### src/rtl/far_path_pkg.sv
// far_path_pkg
//   Types and constants shared by the far-path normalise/round pipeline.
//   round_mode_e : rounding mode encoding carried alongside each operand
//   ADJ_W        : width of the normalisation left-shift amount (0..2)
package far_path_pkg;

    typedef enum logic [1:0] {
        RNE = 2'd0,
        RTZ = 2'd1,
        RUP = 2'd2,
        RDN = 2'd3
    } round_mode_e;

    localparam int ADJ_W = 2;

endpackage

### src/rtl/far_path_round.sv
// far_path_round
//   Purely combinational mantissa rounding.
//   Ports:
//     kept   in  WIDTH  truncated mantissa (1.M)
//     guard  in  1      first bit below the kept bits
//     sticky in  1      OR of every bit below guard
//     mode   in  2      rounding mode
//     sign   in  1      result sign (directed modes)
//     mant   out WIDTH  rounded mantissa, 1.000.. on carry-out
//     carry  out 1      rounding overflowed the mantissa
module far_path_round
    import far_path_pkg::*;
#(
    parameter int WIDTH = 24
) (
    input  logic [WIDTH-1:0] kept,
    input  logic             guard,
    input  logic             sticky,
    input  round_mode_e      mode,
    input  logic             sign,
    output logic [WIDTH-1:0] mant,
    output logic             carry
);

    logic             inc;
    logic [WIDTH:0]   sum;

    always_comb begin
        case (mode)
            RNE:     inc = guard & (sticky | kept[0]);
            RTZ:     inc = 1'b0;
            RUP:     inc = (guard | sticky) & ~sign;
            RDN:     inc = (guard | sticky) & sign;
            default: inc = 1'b0;
        endcase
    end

    assign sum   = {1'b0, kept} + {{WIDTH{1'b0}}, inc};
    assign carry = sum[WIDTH];
    // An all-ones mantissa rolls over to zero; renormalise to 1.000..
    assign mant  = carry ? {1'b1, {(WIDTH-1){1'b0}}} : sum[WIDTH-1:0];

endmodule

### src/rtl/far_path_pipe.sv
// far_path_pipe
//   Elastic pipeline that normalises the far-path adder result (left shift
//   by 0..2), rounds it, and computes the final exponent with saturation to
//   infinity. STAGES (1..3) sets the register depth.
//   Ports:
//     clk, rst                      clock, async active-high reset
//     in_valid/in_ready             operand handshake
//     unnormalized_mantissa         aligned mantissa sum/difference
//     inter_rounding_bits           bits shifted out during alignment
//     exp_inter, sign_i, round_mode operand exponent, sign, rounding mode
//     out_valid/out_ready           result handshake
//     resulted_m_o, resulted_e_o    rounded mantissa, result exponent
//     sign_o, overflow_o, inexact_o result sign and exception flags
//   Build option: FAR_PATH_EXC_FLAGS_EN enables overflow_o/inexact_o;
//   otherwise both read 0 (saturation still applies).
module far_path_pipe
    import far_path_pkg::*;
#(
    parameter int SIZE_IN_MANTISSA  = 24,
    parameter int SIZE_OUT_MANTISSA = 24,
    parameter int SIZE_EXPONENT     = 8,
    parameter int STAGES            = 2
) (
    input  logic                          clk,
    input  logic                          rst,
    input  logic                          in_valid,
    output logic                          in_ready,
    input  logic [SIZE_IN_MANTISSA:0]     unnormalized_mantissa,
    input  logic [SIZE_IN_MANTISSA-1:0]   inter_rounding_bits,
    input  logic [SIZE_EXPONENT:0]        exp_inter,
    input  logic                          sign_i,
    input  logic [1:0]                    round_mode,
    output logic                          out_valid,
    input  logic                          out_ready,
    output logic [SIZE_OUT_MANTISSA-1:0]  resulted_m_o,
    output logic [SIZE_EXPONENT-1:0]      resulted_e_o,
    output logic                          sign_o,
    output logic                          overflow_o,
    output logic                          inexact_o
);

    localparam int NW = 2 * SIZE_IN_MANTISSA + 1;
    localparam int OW = SIZE_OUT_MANTISSA;
    localparam int EW = SIZE_EXPONENT;
    localparam logic [EW+2:0] E_MAX = {3'b000, {EW{1'b1}}};

    typedef struct packed {
        logic [OW-1:0]    kept;
        logic             g;
        logic             s;
        logic [EW:0]      exp;
        logic [ADJ_W-1:0] adj;
        logic             sign;
        round_mode_e      mode;
    } norm_t;

    typedef struct packed {
        logic [OW-1:0]    mant;
        logic             carry;
        logic             lost;
        logic [EW:0]      exp;
        logic [ADJ_W-1:0] adj;
        logic             sign;
    } rnd_t;

    typedef struct packed {
        logic [OW-1:0] mant;
        logic [EW-1:0] exp;
        logic          sign;
        logic          ovf;
        logic          inx;
    } res_t;

    norm_t n_comb, n_src;
    rnd_t  r_comb, r_src;
    res_t  f_d, f_q;

    // Handshake: rdy[k] means stage k may load this cycle.
    logic [STAGES-1:0] v;
    logic [STAGES:0]   vld;
    logic [STAGES:0]   rdy;

    assign vld         = {v, in_valid};
    assign rdy[STAGES] = out_ready;

    for (genvar k = 0; k < STAGES; k++) begin : g_rdy
        assign rdy[k] = ~v[k] | rdy[k+1];
    end

    always_ff @(posedge clk or posedge rst) begin
        if (rst) begin
            v <= '0;
        end else begin
            for (int k = 0; k < STAGES; k++) begin
                if (rdy[k]) v[k] <= vld[k];
            end
        end
    end

    assign in_ready  = rdy[0];
    assign out_valid = v[STAGES-1];

    // Normalise
    logic [NW-1:0]    joined, shifted, tail;
    logic [ADJ_W-1:0] adj;

    always_comb begin
        if (unnormalized_mantissa[SIZE_IN_MANTISSA])
            adj = ADJ_W'(0);
        else if (unnormalized_mantissa[SIZE_IN_MANTISSA-1])
            adj = ADJ_W'(1);
        else
            adj = ADJ_W'(2);
        joined      = {unnormalized_mantissa, inter_rounding_bits};
        shifted     = joined << adj;
        tail        = shifted << (OW + 1);
        n_comb.kept = shifted[NW-1 -: OW];
        n_comb.g    = shifted[NW-1-OW];
        n_comb.s    = |tail;
        n_comb.exp  = exp_inter;
        n_comb.adj  = adj;
        n_comb.sign = sign_i;
        n_comb.mode = round_mode_e'(round_mode);
    end

    // Round
    logic [OW-1:0] rnd_mant;
    logic          rnd_carry;

    far_path_round #(.WIDTH(OW)) u_round (
        .kept   (n_src.kept),
        .guard  (n_src.g),
        .sticky (n_src.s),
        .mode   (n_src.mode),
        .sign   (n_src.sign),
        .mant   (rnd_mant),
        .carry  (rnd_carry)
    );

    always_comb begin
        r_comb.mant  = rnd_mant;
        r_comb.carry = rnd_carry;
        r_comb.lost  = n_src.g | n_src.s;
        r_comb.exp   = n_src.exp;
        r_comb.adj   = n_src.adj;
        r_comb.sign  = n_src.sign;
    end

    // Stage placement
    if (STAGES == 1) begin : g_s1
        assign n_src = n_comb;
        assign r_src = r_comb;
    end else if (STAGES == 2) begin : g_s2
        norm_t n_q;
        always_ff @(posedge clk or posedge rst) begin
            if (rst)                    n_q <= '0;
            else if (rdy[0] & vld[0])   n_q <= n_comb;
        end
        assign n_src = n_q;
        assign r_src = r_comb;
    end else if (STAGES == 3) begin : g_s3
        norm_t n_q;
        rnd_t  r_q;
        always_ff @(posedge clk or posedge rst) begin
            if (rst) begin
                n_q <= '0;
                r_q <= '0;
            end else begin
                if (rdy[0] & vld[0]) n_q <= n_comb;
                if (rdy[1] & vld[1]) r_q <= r_comb;
            end
        end
        assign n_src = n_q;
        assign r_src = r_q;
    end else begin : g_bad
        $error("far_path_pipe: STAGES must be 1..3");
    end

    // Exponent and saturation. The extra top bits catch wrap below zero,
    // which must not be mistaken for overflow.
    logic [EW+2:0] e_sum;
    logic          ovf;

    always_comb begin
        e_sum = {2'b00, r_src.exp} + (EW+3)'(1) + (EW+3)'(r_src.carry)
              - (EW+3)'(r_src.adj);
        ovf   = ~e_sum[EW+2] & (e_sum >= E_MAX);
        f_d.mant = ovf ? {1'b1, {(OW-1){1'b0}}} : r_src.mant;
        f_d.exp  = ovf ? {EW{1'b1}} : e_sum[EW-1:0];
        f_d.sign = r_src.sign;
`ifdef FAR_PATH_EXC_FLAGS_EN
        f_d.ovf  = ovf;
        f_d.inx  = r_src.lost | ovf;
`else
        f_d.ovf  = 1'b0;
        f_d.inx  = 1'b0;
`endif
    end

    always_ff @(posedge clk or posedge rst) begin
        if (rst)                                 f_q <= '0;
        else if (rdy[STAGES-1] & vld[STAGES-1])  f_q <= f_d;
    end

    assign resulted_m_o = f_q.mant;
    assign resulted_e_o = f_q.exp;
    assign sign_o       = f_q.sign;
    assign overflow_o   = f_q.ovf;
    assign inexact_o    = f_q.inx;

endmodule

### config.mk
export PLATFORM = sky130hd
export DESIGN_NAME = far_path_pipe
export DESIGN_NICKNAME = d
export VERILOG_FILES = /design/src/rtl/far_path_pkg.sv /design/src/rtl/far_path_round.sv /design/src/rtl/far_path_pipe.sv
export SDC_FILE = /design/constraint.sdc
export NUM_CORES = 1
export LEC_CHECK = 0
export BUFFER_PORTS_ARGS = -buffer_cell sky130_fd_sc_hd__buf_2
export CAP_MARGIN = 20
export CORE_UTILIZATION = 54
export DETAILED_ROUTE_END_ITERATION = 16
export PLACE_DENSITY = 0.8
export SYNTH_ARGS = -nofsm -noshare
export SYNTH_HDL_FRONTEND = slang
export SYNTH_HIERARCHICAL = 1
export SYNTH_SLANG_ARGS = --single-unit
### constraint.sdc
create_clock -name clk -period 6.1 [get_ports clk]
set_clock_uncertainty 0.15 [all_clocks]
set_input_delay 1.22 -clock clk [delete_from_list [all_inputs] [get_ports clk]]
set_output_delay 1.22 -clock clk [all_outputs]
set_load 0.1 [all_outputs]
Yosys cells after proc, flatten, opt, wreduce, memory -nomap -nowiden
Cells that the tools add are included.

Memory bits (writable): 0. Latch bits: 0. Bits in registers: 75. Memories: 0. Output and inout port bits: 37. Logic and storage cells: 43. Input bits: 65. Memory bits (read-only): 0.

$mul: 0. Div/mod/pow operators: 0. Bitwise operators: 14. Order comparisons: 1. Reduce and logical (&&, ||, !) cells: 2. Muxes and demuxes: 6. Shift operators: 1. Add/sub/neg operators: 4. Equality and inequality tests: 3.

Operators with widths (count): 49-bit by 2-bit left shift with 49-bit output (1); 24-bit 2-to-1 mux (2); 24-bit by 1-bit adder with 25-bit output (1); 24-bit OR reduction (1); 10-bit by 1-bit adder with 11-bit output (1); 11-bit by 8-bit greater-or-equal comparator with 1-bit output (second input constant) (1); 11-bit by 2-bit subtractor with 11-bit output (1); 9-bit by 1-bit adder with 10-bit output (second input constant) (1); 8-bit 2-to-1 mux (1); 1-bit AND (6); 2-bit == test (second input constant) (2); 2-bit 2-to-1 mux (2); 1-bit NOT (4); 1-bit OR (4); 1-bit case mux with 4 select lines (1); 2-bit by 1-bit == test with 1-bit output (second input constant) (1); 2-bit zero test (1).

Depth between registers and ports, before layout
Word-level depth: 9. Depth in mapped cells: 21. Gate-level depth less buffers: 18.

Cells and area by module
Netlist, hierarchy kept.

Modules (own cells, without submodules): far_path_pipe (cells each 374, instances 1, area an instance 3787.4 µm², seq. area each 1876.8 µm²); far_path_round (cells each 92, instances 1, area an instance 606.8 µm², seq. area each 0.0 µm²).

Worst setup path before layout
No wires, ideal clock.

Kind: flip-flop to flip-flop. From: register g_s2.n_q[17] (netlist name). To: register f_q (netlist bit resulted_m_o[10]). Period minus slack after synthesis: 4728 ps. Required time: 5827 ps. Stages on the path, launching flop included: 18. Library setup time: 123 ps. Slack: 1372 ps. Arrival: 4455 ps. Buffers on the path: 3. Cell sequence: dfrtp_1 > nand4_4 > or4_1 > and3b_1 > buf_4 > inv_1 > fa_1 > inv_1 > ha_1 > inv_1 > fa_1 > xor2_1 > or3_1 > a2111o_1 > or4_1 > buf_2 > buf_6 > a32o_2.

Longest elaborated chain between the ends: 6. Elaborated cells between the ends (all ways): 8. Those cells by class: 3 x add/sub; 1 x order compare; 2 x mux; 2 x bitwise.

RTL lines: start, declared (line far_path_pipe.sv:154) `norm_t n_q;`; start signal, assigned (line far_path_pipe.sv:157) `else if (rdy[0] & vld[0]) n_q <= n_comb;`; 24-bit by 1-bit adder with 25-bit output * (line far_path_round.sv:38) `assign sum = {1'b0, kept} + {{WIDTH{1'b0}}, inc};`; net rnd_carry (line far_path_pipe.sv:128) `logic rnd_carry;`; 10-bit by 1-bit adder with 11-bit output (line far_path_pipe.sv:185) `e_sum = {2'b00, r_src.exp} + (EW+3)'(1) + (EW+3)'(r_src.carry)`; 11-bit by 2-bit subtractor with 11-bit output (line far_path_pipe.sv:186) `- (EW+3)'(r_src.adj);`; 11-bit by 8-bit greater-or-equal comparator with 1-bit output / 1-bit NOT (equally long branches) (line far_path_pipe.sv:187) `ovf = ~e_sum[EW+2] & (e_sum >= E_MAX);`; 1-bit AND (line far_path_pipe.sv:187); 24-bit 2-to-1 mux * (line far_path_pipe.sv:188) `f_d.mant = ovf ? {1'b1, {(OW-1){1'b0}}} : r_src.mant;`; end signal, assigned (line far_path_pipe.sv:201) `if (rst) f_q <= '0;`; end signal, assigned (line far_path_pipe.sv:202) `else if (rdy[STAGES-1] & vld[STAGES-1]) f_q <= f_d;`; end, declared (line far_path_pipe.sv:76) `res_t f_d, f_q;`.

The timed path passes the listed nets; every way through them passes the cells marked *. A chain may end at the register's enable or synchronous reset.

Worst setup path after layout
From: register g_s2.n_q[1] (netlist name). To: register f_q (netlist bit resulted_m_o[14]).

Longest elaborated chain between the ends: 8. Elaborated cells between the ends (all ways): 13. Those cells by class: 3 x add/sub; 1 x order compare; 3 x eq/ne; 3 x mux; 2 x bitwise; 1 x reduce/logical.

RTL lines: 2-bit == test (tied with other cells) (line far_path_round.sv:29) `case (mode)`; 1-bit case mux with 4 select lines * (line far_path_round.sv:29); 24-bit by 1-bit adder with 25-bit output * (line far_path_round.sv:38); net rnd_carry (line far_path_pipe.sv:128); 10-bit by 1-bit adder with 11-bit output (line far_path_pipe.sv:185); 11-bit by 2-bit subtractor with 11-bit output (line far_path_pipe.sv:186); 11-bit by 8-bit greater-or-equal comparator with 1-bit output / 1-bit NOT (equally long branches) (line far_path_pipe.sv:187); 1-bit AND (line far_path_pipe.sv:187); 24-bit 2-to-1 mux * (line far_path_pipe.sv:188).

Marked as above.

==> run summary <==
======================================================================================
Post-synthesis instance area                                               0.00439 mm2
Worst hold start                                                          resulted_m_o[17]$_DFFE_PP0P_
Cell-internal power                                                          0.00108 W
Data required time of the critical path                                        6.23 ns
Count of cells resized by post-cts repair                                            0
Count of placed standard cells including taps                                      640
Starting DRC count in detailed routing                                             232
Worst min-delay path endpoint                                             resulted_m_o[17]$_DFFE_PP0P_
Commonest cells in the netlist                                            sky130_fd_sc_hd__dfrtp_1 (75), sky130_fd_sc_hd__nor2_1 (48), sky130_fd_sc_hd__nand2_1 (45), sky130_fd_sc_hd__a21oi_1 (38), sky130_fd_sc_hd__o21ai_0 (30)
Die outline area                                                           0.00850 mm2
Largest cells by area after synthesis                                     sky130_fd_sc_hd__dfrtp_1 (43%), sky130_fd_sc_hd__mux2i_1 (5.2%), sky130_fd_sc_hd__a21oi_1 (4.3%), sky130_fd_sc_hd__nor2_1 (4.1%), sky130_fd_sc_hd__nand2_1 (3.8%)
Instance count of the mapped netlist                                               466
Async SR Flop Fraction                                                            1.00
Area occupied by registers                                                 0.00188 mm2
Hold buffer count at CTS                                                             0
DRC violation count after routing                                                    0
Number of filler instances in the final layout                                     642
Cell Count, Final, Fillers Out                                                     657
Max Cap Violations                                                                   0
Total power of the final layout                                              0.00211 W
Number of setup violations in the final report                                       0
Final setup slack of the worst path                                           0.464 ns
Clock insertion delay at the later pin of the skew report                      0.35 ns
Per-cell via count in the routed design                                           5.85
Combinational cell fraction of total power                                       0.464
R2R depth                                                                           19
Final hold viol count                                                                0
Number of H-tree levels                                                              3
Worst setup slack before clock tree synthesis                                 0.497 ns
Clock Tree Buf Depth                                                                 2
Critical Path End Type                                                        register
Post-DP HPWL                                                                   7520 um
Worst supply voltage drop on vdd                                            0.000225 V
Pin count of the biggest net entering global routing                                76
Timing startpoint of the critical path                                    g_s2.n_q[1]$_DFFE_PP0P_
Global-route wire length before repair                                       17,400 um
Yosys warning total                                                                  6
Origin of the critical flop-to-flop path                                  g_s2.n_q[1]$_DFFE_PP0P_
Starting utilization of the core area                                            0.563
Number of placement rows                                                            32
Arrival time of the worst setup path                                           5.77 ns
Switching share of power                                                         0.488
Sequential share of power                                                        0.331
NumNets Final                                                                      629
Crit start category                                                           register
Final max-slew violation count                                                       0
Top-level I/O count                                                                102
Area taken by multi-input logic gates                                      0.00230 mm2
Share of Yosys cell area claimed by the top area cell type                       0.427
Weighted congestion reported at the end of routability-driven placement          0.873
Clock Sink Count                                                                    75
Largest fanout on the critical path                                                 23
Area growth from synthesis to final layout                                       17.0%
FF+latch count, synth                                                               75
Root Buffer Master                                                        sky130_fd_sc_hd__clkbuf_8
Ant diodes                                                                           0
Worst reg2reg path endpoint                                               resulted_m_o[14]$_DFFE_PP0P_
Tot GR Track Use                                                                 0.260
Clock buffers created by TritonCTS                                                   9
Netlist cell types                                                                  52
Clock slew at the register clock pins of the worst setup and hold paths        0.08 ns
Antenna violations before repair                                                     0
Relative slew margins                                                            0.380
Sequential cell area fraction in the yosys report                                0.427
Wire length per cell                                                           15.7 um
Number of cells traversed by the worst hold path                                     1
Synthesized area per cell                                                     9.43 um2
Power per Cell Area                                                         410 mW/mm2
Unrepaired setup endpoints after global routing                                  false
Post-layout utilization of the core                                              0.659
IO Port Bufs                                                                        99
Number of nets still failing antenna checks after routing                            0
Final critical-path share of the clock period                                    0.924
Cell with the most instances after synthesis                              sky130_fd_sc_hd__dfrtp_1
Leak Pwr                                                                       2.47 nW
Layout cell share with drive strength beyond 1                                   0.272
Core region area                                                           0.00781 mm2
Worst Tran Pin Value                                                          0.930 ns
Overall die height                                                             92.2 um
Status                                                                    finished clean
Vias after detailed routing                                                      3,841
Most used flip-flop cell after synthesis                                  sky130_fd_sc_hd__dfrtp_1
Switching power                                                              0.00103 W
Total Negative Setup Slacks                                                       0 ns
Count of flip-flops with a built-in enable after synthesis                           0
Die Span X                                                                     92.2 um
Router iterations before antenna repair                                              6
Start-to-end type of the worst setup path                                   reg -> reg
CTS tree                                                                           yes
Setup fix buffers added after clock tree synthesis                                   0
Total wirelength of the detailed-routed design                               10,300 um
Fraction of power consumed by the clock network                                  0.205
Worst reg2reg setup slack                                                      0.46 ns
Number of global-route vias before repair                                        3,724
Post-synthesis cell type with the largest combined area                   sky130_fd_sc_hd__dfrtp_1
Residual overflow from global routing                                                0
Maximum frequency from static timing analysis                                  177 MHz
Worst min path class                                                        reg -> reg
Post-layout min period                                                         5.64 ns
======================================================================================
-- layer usage --
metal / vias up / global-route usage / part of all wire
met5: - / 0 / 0
met4: 0 / 0.0885 / 0.015
met3: 15 / 0.0473 / 0.052
met2: 148 / 0.406 / 0.47
met1: 1833 / 0.364 / 0.46
li1: 1845 / - / -
-- registers in the layout, indices dropped and copies added (netlist names) --
signal        cells
g_s2.n_q         39
resulted_m_o     24
resulted_e_o      8
v                 2
f_d               1
sign_o            1
-- final cells by class --
type,instances,area share
Clock buffer,12,0.0302
Clock inverter,4,0.0141
Inverter,20,0.0146
Multi-Input combinational cell,342,0.448
Sequential cell,75,0.365
Tap cell,102,0.0248
Timing Repair Buffer,102,0.103
-- cell families (layout without fill, tap and decap cells) --
kind of cell             count (synthesis)  after routing  synth area share
buffers and inverters                   50            138            0.0498
adder cells (fa/ha/maj)                 14             14            0.0433
multiplexers                            36             36            0.0857
other                                    1              2          0.000853
AND/OR/NAND/NOR                        147            147             0.161
XOR/XNOR                                25             25            0.0498
flip-flops                              75             75             0.427
AO/OA/AOI/OAI                          118            118             0.182
-- cell usage in the layout (no fill, tap or decap), types with 3 or more instances in the layout --
cell | synthesis | final
sky130_fd_sc_hd__nand2_1 | 45 | 44
sky130_fd_sc_hd__mux2_2 | 13 | 13
sky130_fd_sc_hd__or3_1 | 3 | 3
sky130_fd_sc_hd__a32o_1 | 10 | 10
sky130_fd_sc_hd__nand2b_1 | 4 | 4
sky130_fd_sc_hd__xor2_1 | 11 | 11
sky130_fd_sc_hd__dfrtp_1 | 75 | 75
sky130_fd_sc_hd__ha_1 | 12 | 12
sky130_fd_sc_hd__a21oi_1 | 38 | 38
sky130_fd_sc_hd__nand4_1 | 11 | 11
sky130_fd_sc_hd__a21o_1 | 4 | 4
sky130_fd_sc_hd__mux2i_1 | 23 | 23
sky130_fd_sc_hd__nor3_1 | 6 | 6
sky130_fd_sc_hd__or4_1 | 3 | 3
sky130_fd_sc_hd__a32o_2 | 13 | 13
sky130_fd_sc_hd__nand3_1 | 5 | 5
sky130_fd_sc_hd__buf_2 | 4 | 99
sky130_fd_sc_hd__and3_1 | 3 | 3
sky130_fd_sc_hd__nor2_1 | 48 | 48
sky130_fd_sc_hd__a211oi_1 | 3 | 3
sky130_fd_sc_hd__xnor2_1 | 14 | 14
sky130_fd_sc_hd__nor4_1 | 7 | 7
sky130_fd_sc_hd__o21ai_0 | 30 | 30
sky130_fd_sc_hd__o31ai_1 | 4 | 4
sky130_fd_sc_hd__clkbuf_8 | 0 | 11
sky130_fd_sc_hd__inv_1 | 20 | 19
-- how the worst max path moves through the flow --
stage | end | slack, ns | cells past startpoint
3_5_place_dp | resulted_m_o[2]$_DFFE_PP0P_ | 0.50 | 19
4_1_cts | resulted_m_o[14]$_DFFE_PP0P_ | 0.46 | 19
5_1_grt | resulted_m_o[21]$_DFFE_PP0P_ | 0.10 | 19
3_3_place_gp | resulted_m_o[1]$_DFFE_PP0P_ | 0.79 | 17
6_report | resulted_m_o[14]$_DFFE_PP0P_ | 0.46 | 19
2_1_floorplan | resulted_m_o[10]$_DFFE_PP0P_ | 1.37 | 17
-- stage by stage --
stage / instance area, um2 / hold slack (ns)
floorplan: 4400 / 0.298
global placement: 4890 / 0.320
detailed placement: 4890 / 0.331
CTS: 5120 / 0.347
global route: 5140 / 0.366
finish: 5140 / 0.342
-- worst max-delay path, stage by stage, from the launching register on --
cell and delay, ns:
sky130_fd_sc_hd__dfrtp_1 0.42, sky130_fd_sc_hd__nand2_1 0.10, sky130_fd_sc_hd__o22ai_1 0.09, sky130_fd_sc_hd__a211oi_1 0.29, sky130_fd_sc_hd__ha_1 0.34, sky130_fd_sc_hd__and3_1 0.18
sky130_fd_sc_hd__and3b_1 0.44, sky130_fd_sc_hd__inv_1 0.12, sky130_fd_sc_hd__fa_1 0.44, sky130_fd_sc_hd__inv_1 0.08, sky130_fd_sc_hd__ha_1 0.19, sky130_fd_sc_hd__inv_1 0.07
sky130_fd_sc_hd__fa_1 0.40, sky130_fd_sc_hd__nand2b_1 0.21, sky130_fd_sc_hd__a211oi_1 0.42, sky130_fd_sc_hd__nor4_1 0.15, sky130_fd_sc_hd__a2111oi_0 0.44, sky130_fd_sc_hd__o32a_1 0.48
sky130_fd_sc_hd__buf_4 0.33, sky130_fd_sc_hd__a32o_2 0.22
-- power by group through the flow --
stage / Clock (W) / Combinational, W / Sequential [W]
after CTS: 0.000438 / 0.000975 / 0.000695
after global placement: 0 / 0.000951 / 0.000699
after detailed placement: 0 / 0.000970 / 0.000704
final: 0.000432 / 0.000977 / 0.000697
after floorplan: 0 / 0.000307 / 0.00118
after global routing: 0.000460 / 0.00103 / 0.000710
Power figures use the tool's default switching activity.
